$ cat config.mk
export PLATFORM = sky130hd
export DESIGN_NAME = conv_encoder_tx
export DESIGN_NICKNAME = d
export VERILOG_FILES = /design/src/rtl/conv_encoder_tx_pkg.sv /design/src/rtl/conv_encoder_tx_parity.sv /design/src/rtl/conv_encoder_tx.sv
export SDC_FILE = /design/constraint.sdc
export NUM_CORES = 1
export LEC_CHECK = 0
export BUFFER_PORTS_ARGS = -buffer_cell sky130_fd_sc_hd__buf_2
export CAP_MARGIN = 10
export CORE_ASPECT_RATIO = 0.8
export CORE_MARGIN = 2
export CORE_UTILIZATION = 30
export CTS_CLUSTER_DIAMETER = 100
export DETAILED_ROUTE_END_ITERATION = 8
export PLACE_DENSITY = 0.54
export SETUP_SLACK_MARGIN = 0.5
export SYNTH_ARGS = -nofsm -noshare
export SYNTH_HDL_FRONTEND = slang
export SYNTH_SLANG_ARGS = --single-unit
$ cat constraint.sdc
create_clock -name i_clk -period 5.7 [get_ports i_clk]
set_clock_uncertainty 0.1 [all_clocks]
set_input_delay 0.855 -clock i_clk [delete_from_list [all_inputs] [get_ports i_clk]]
set_output_delay 0.855 -clock i_clk [all_outputs]
set_load 0.05 [all_outputs]
$ cat src/rtl/conv_encoder_tx_pkg.sv
// Shared constants and types for the rate-1/2, K=9 convolutional encoder.
// The decoder trellis uses the same values, so the two cannot drift apart.
package conv_encoder_tx_pkg;
  localparam int K        = 9;
  localparam int WD_STATE = K - 1;
  localparam int WD_LEN   = 12;
  localparam int WD_TCNT  = $clog2(K);

  localparam logic [K-1:0]       POLY0     = 9'o753;
  localparam logic [K-1:0]       POLY1     = 9'o561;
  localparam logic [WD_TCNT-1:0] TAIL_LAST = WD_TCNT'(K - 2);

  typedef enum logic [1:0] {
    IDLE = 2'd0,
    DATA = 2'd1,
    TAIL = 2'd2
  } state_t;
endpackage

$ cat src/rtl/conv_encoder_tx_parity.sv
// Combinational parity of {u,s} against the two generator polynomials.
// Bit K-1 of i_word is the current bit u; lower bits are the shift register.
module conv_parity #(
  parameter int           K     = 9,
  parameter logic [K-1:0] POLY0 = 9'o753,
  parameter logic [K-1:0] POLY1 = 9'o561
) (
  input  logic [K-1:0] i_word,
  output logic [1:0]   o_sym
);
  assign o_sym = {^(i_word & POLY1), ^(i_word & POLY0)};
endmodule

$ cat src/rtl/conv_encoder_tx.sv
// Bit-serial rate-1/2 convolutional encoder with zero-tail termination,
// valid/ready on both sides and a single-entry output register.
module conv_encoder_tx
  import conv_encoder_tx_pkg::*;
(
  input  logic              i_clk,
  input  logic              i_rst,
  input  logic              i_start,
  input  logic [WD_LEN-1:0] i_frame_len,
  input  logic              i_in_valid,
  input  logic              i_in_bit,
  output logic              o_in_ready,
  output logic              o_out_valid,
  output logic [1:0]        o_out_symbol,
  input  logic              i_out_ready,
  output logic              o_out_last,
  output logic              o_busy
);
  state_t              r_state, w_state_nxt;
  logic [WD_STATE-1:0] r_shift;
  logic [WD_LEN-1:0]   r_bit_cnt;
  logic [WD_TCNT-1:0]  r_tail_cnt;
  logic                r_out_valid, r_out_last;
  logic [1:0]          r_out_sym;

  logic       w_advance, w_start_ok, w_load, w_u;
  logic [1:0] w_sym;

  assign w_advance  = !r_out_valid || i_out_ready;
  // Start is only honoured once the previous frame's last symbol has drained.
  assign w_start_ok = i_start && (r_state == IDLE) && !r_out_valid;

  conv_parity #(.K(K), .POLY0(POLY0), .POLY1(POLY1)) u_parity (
    .i_word ({w_u, r_shift}),
    .o_sym  (w_sym)
  );

  always_ff @(posedge i_clk) begin
    if (i_rst) r_state <= IDLE;
    else       r_state <= w_state_nxt;
  end

  always_comb begin
    w_state_nxt = r_state;
    w_load      = 1'b0;
    w_u         = 1'b0;
    o_in_ready  = 1'b0;
    case (r_state)
      IDLE: if (w_start_ok) w_state_nxt = (i_frame_len == '0) ? TAIL : DATA;
      DATA: begin
        o_in_ready = w_advance;
        w_u        = i_in_bit;
        w_load     = w_advance && i_in_valid;
        if (w_load && r_bit_cnt == WD_LEN'(1)) w_state_nxt = TAIL;
      end
      TAIL: begin
        w_load = w_advance;
        if (w_load && r_tail_cnt == TAIL_LAST) w_state_nxt = IDLE;
      end
      default: w_state_nxt = IDLE;
    endcase
  end

  // r_bit_cnt counts remaining information bits; r_tail_cnt counts tail symbols.
  always_ff @(posedge i_clk) begin
    if (i_rst) begin
      r_shift     <= '0;
      r_bit_cnt   <= '0;
      r_tail_cnt  <= '0;
      r_out_valid <= 1'b0;
      r_out_last  <= 1'b0;
      r_out_sym   <= '0;
    end else begin
      if (w_start_ok) r_bit_cnt <= i_frame_len;
      if (w_load) begin
        r_shift     <= {w_u, r_shift[WD_STATE-1:1]};
        r_out_sym   <= w_sym;
        r_out_valid <= 1'b1;
        r_out_last  <= (r_state == TAIL) && (r_tail_cnt == TAIL_LAST);
        if (r_state == DATA) r_bit_cnt <= r_bit_cnt - 1'b1;
        if (r_state == TAIL)
          r_tail_cnt <= (r_tail_cnt == TAIL_LAST) ? '0 : r_tail_cnt + 1'b1;
      end else if (i_out_ready) begin
        r_out_valid <= 1'b0;
        r_out_last  <= 1'b0;
      end
    end
  end

  assign o_out_valid  = r_out_valid;
  assign o_out_symbol = r_out_sym;
  assign o_out_last   = r_out_last;
  assign o_busy       = (r_state != IDLE) || r_out_valid;
endmodule
==> results by group <==
Yosys
  • Top post-synthesis cells by area: dfxtp_1 37%, mux2i_1 7.4%, nor2_1 6.7%
  • #FFs+latches synth: 30
  • Syn nets: a little over 200
  • Predominant post-synthesis flop cell: dfxtp_1
  • Post-synth EDFFs: 0
  • Synth top area share: about 37%
  • Syn Std Cell Area: 1620 sq um
  • Sequential area share after synthesis: 37.2%
  • Largest area contributor in the netlist: dfxtp_1
  • Synth warn: 0
  • Asr flop ratio synth: 0%
  • Gate Count Post-Synth: 182
  • Netlist cell types: 47
  • Syn avg cell area: 8.88 sq um

STA
  • RSZ-0062 raised after global routing: false
  • Slew Viols, Final: 0
  • Final Hold Fails: 0
  • Slew of the pin with the lowest slew margin: roughly 930 ps
  • Hold slack: 398 ps
  • Period utilization: about 46%
  • Minimum clock period after layout: 2590 ps
  • Setup slack after layout: 3110 ps
  • Setup_tns: 0 ps
  • Max Freq: about 390 MHz
  • Slew margin rel.: 37.5%
  • Final setup viols: 0

Min path
  • Hold Crit Start: r_bit_cnt[10]
  • Hold Crit Depth: 1
  • Worst min-delay path class: reg -> reg
  • Hold worst-path end: r_bit_cnt[10]

Critical path
  • WP data required: 4740 ps
  • Crit-path leading delay family: simple AND/OR/NAND/NOR gates
  • R2R setup slack: 3330 ps
  • CP dominant cell by count: buf_2
  • Critical R2R Launch: r_state[1]
  • CP max stage cell: buf_2
  • WS Path Type: in -> out
  • Worst Path Max Fanout: 7
  • Worst Setup End Kind: primary output
  • Crit path DAT: 1640 ps
  • R2R cell count: 7
  • R2R Path End: r_bit_cnt[7]
  • Worst setup SP type: input pin
  • Slowest stage delay, CP: 260 ps
  • Worst path cell trace: buf_2 -> nand2b_1 -> and2_1 -> buf_2
  • CP Buf/Inv Count: 2

Power
  • P_leak: 0.820 nW
  • Tot Pwr: 831 uW
  • Worst IR drop on VDD: 0.000117 V
  • Power per Cell Area: 445 nW/um^2

Route
  • Post-Route WL: around 3600 um
  • Via density per instance: between 5 and 6
  • Initial detailed-routing violation count: 103
  • ANT nets after route: 0
  • Detailed Routing Iterations Pass 1: 4
  • Post-DR wirelength/cell: 13.4 um
  • DR DRC count: 0
  • Vias: between 1000 and 1500

Place
  • Cell Count Post-Placement: 261
  • Pre-CTS WS: roughly 3000 ps
  • Routability cong.: 0.804
  • Input/output buffers: 23
  • DP Area: 1770 sq um
  • DP HPWL: 2640 um

Layout
  • Antenna Cells: 0
  • Finished Layout Cells: 269
  • Fin area: 1870 sq um
  • Share of cells above drive strength 1: 19.3%
  • Final #Nets: 230
  • Synth-to-Final Area Change: 15.6%
  • Final core occ: 36.7%

Global routing
  • Grt met3 use: 3.21%
  • Met1 Track Usage GR: 17.3%
  • GRT Overall Usage: approximately 12%
  • Largest net degree at the start of global routing: 32
  • GRT busiest layer: met1
  • Met2 Use GR: 17.1%
  • GRT overflow: 0
  • Vias in the first global route: about 1200
  • First-pass GRT wire length: 5820 um
  • Initial antenna violation count: 0

Floorplanning
  • # IOs: 24
  • CORE AREA: between 5000 and 6000 sq um
  • Row count: 23
  • Starting Density: 31.7%
  • DIE WIDTH: 86.1 um
  • Vert. Die Dim: about 70 um
  • Total die area: about 6000 sq um

Outcome
  • Status: finished, final reports clean

Clock tree
  • Clk slew on worst S/H paths: roughly 60 ps
  • Postcts setup bufs: 0
  • CTS tree: built
  • Clock root cell: clkbuf_8
  • Sinks on Clock Net: 30
  • Hold-fix buffers, CTS: 0
  • CTS Buffer Depth: 2
  • CTS H-tree lvls: 2
  • CTS buffer count: 5
  • Clk Latency, worst-skew pair: 280 ps
  • Post-CTS resize count: 0

Flow run
  • Max Cap Viol: 0
cells in the final DEF, fill, tap and decap left out, drive strengths merged, types with 3 or more instances in the layout:
cell,count
nor4,5
clkbuf,6
nor2,29
nor3,6
buf,23
nand3,4
xor2,4
a21oi,11
a211oi,3
nand4,3
inv,10
o21ai,5
mux2i,12
o21bai,3
or4,3
nand2,7
dfxtp,30
a311oi,5
ha,6
worst reg2reg max path: cells and delay by family, from the launching register on:
family / cells / cell delay (ps)
simple gates: 2 / 880
compound gates: 3 / 540
flops: 1 / 310
buf+inv: 1 / 110
fa+ha+maj: 1 / 340
registers in the layout, indices dropped and copies added (netlist names):
register and cells:
r_tail_cnt 4, o_out_symbol 2, o_out_valid 1, r_bit_cnt 12, o_out_last 1, r_state 2, r_shift 8
power breakdown:
part           total, mW  switching (mW)  leakage, nW  internal (mW)
logic              0.371           0.229        0.529          0.141
registers          0.283          0.0376        0.244          0.246
clock network      0.178          0.0807       0.0472         0.0968
total              0.831           0.347        0.820          0.484
cell usage after synthesis (all sizes together) (2+ instances only):
master,instances
dfxtp,30
nor2,29
mux2i,12
a21oi,11
inv,10
nand2,7
ha,6
nor3,6
a311oi,5
nor4,5
o21ai,5
clkbuf,4
nand3,4
xor2,4
a211oi,3
nand4,3
o21bai,3
or4,3
a222oi,2
and3,2
buf,2
nand2b,2
nor2b,2
o31ai,2
or3,2
xnor2,2
routing by layer:
metal  wire length, um  up-vias
met5                 0        -
met4                69        0
met3               186        6
met2              1490       34
met1              1870      623
li1                  -      719
layout make-up:
type,count,area (sq um)
clock buffers,6,82.6
clock inverters,2,12.5
fillers,525,3230
inverters,10,37.5
multi-input cells,136,942
flip-flops and latches,30,601
well taps,62,77.6
repair buffers,23,115
cells by family after synthesis:
group | Yosys count | share of synthesized area [%]
fa+ha+maj | 6 | 4.64
simple gates | 69 | 21.7
compound gates | 42 | 19.9
xor+xnor | 7 | 4.64
buf+inv | 16 | 4.57
mux | 12 | 7.43
flops | 30 | 37.2
worst max path at each step:
stage | from | to | cells past startpoint | slack (ps)
5_1_grt | i_out_ready | o_in_ready | 4 | 3040
6_report | i_out_ready | o_in_ready | 4 | 3110
4_1_cts | i_out_ready | o_in_ready | 4 | 3110
3_3_place_gp | i_out_ready | r_bit_cnt[5] | 5 | 3050
2_1_floorplan | i_out_ready | o_in_ready | 3 | 3250
3_5_place_dp | i_out_ready | r_bit_cnt[5] | 5 | 2990
No activity file was read; power rests on OpenSTA's default activity.
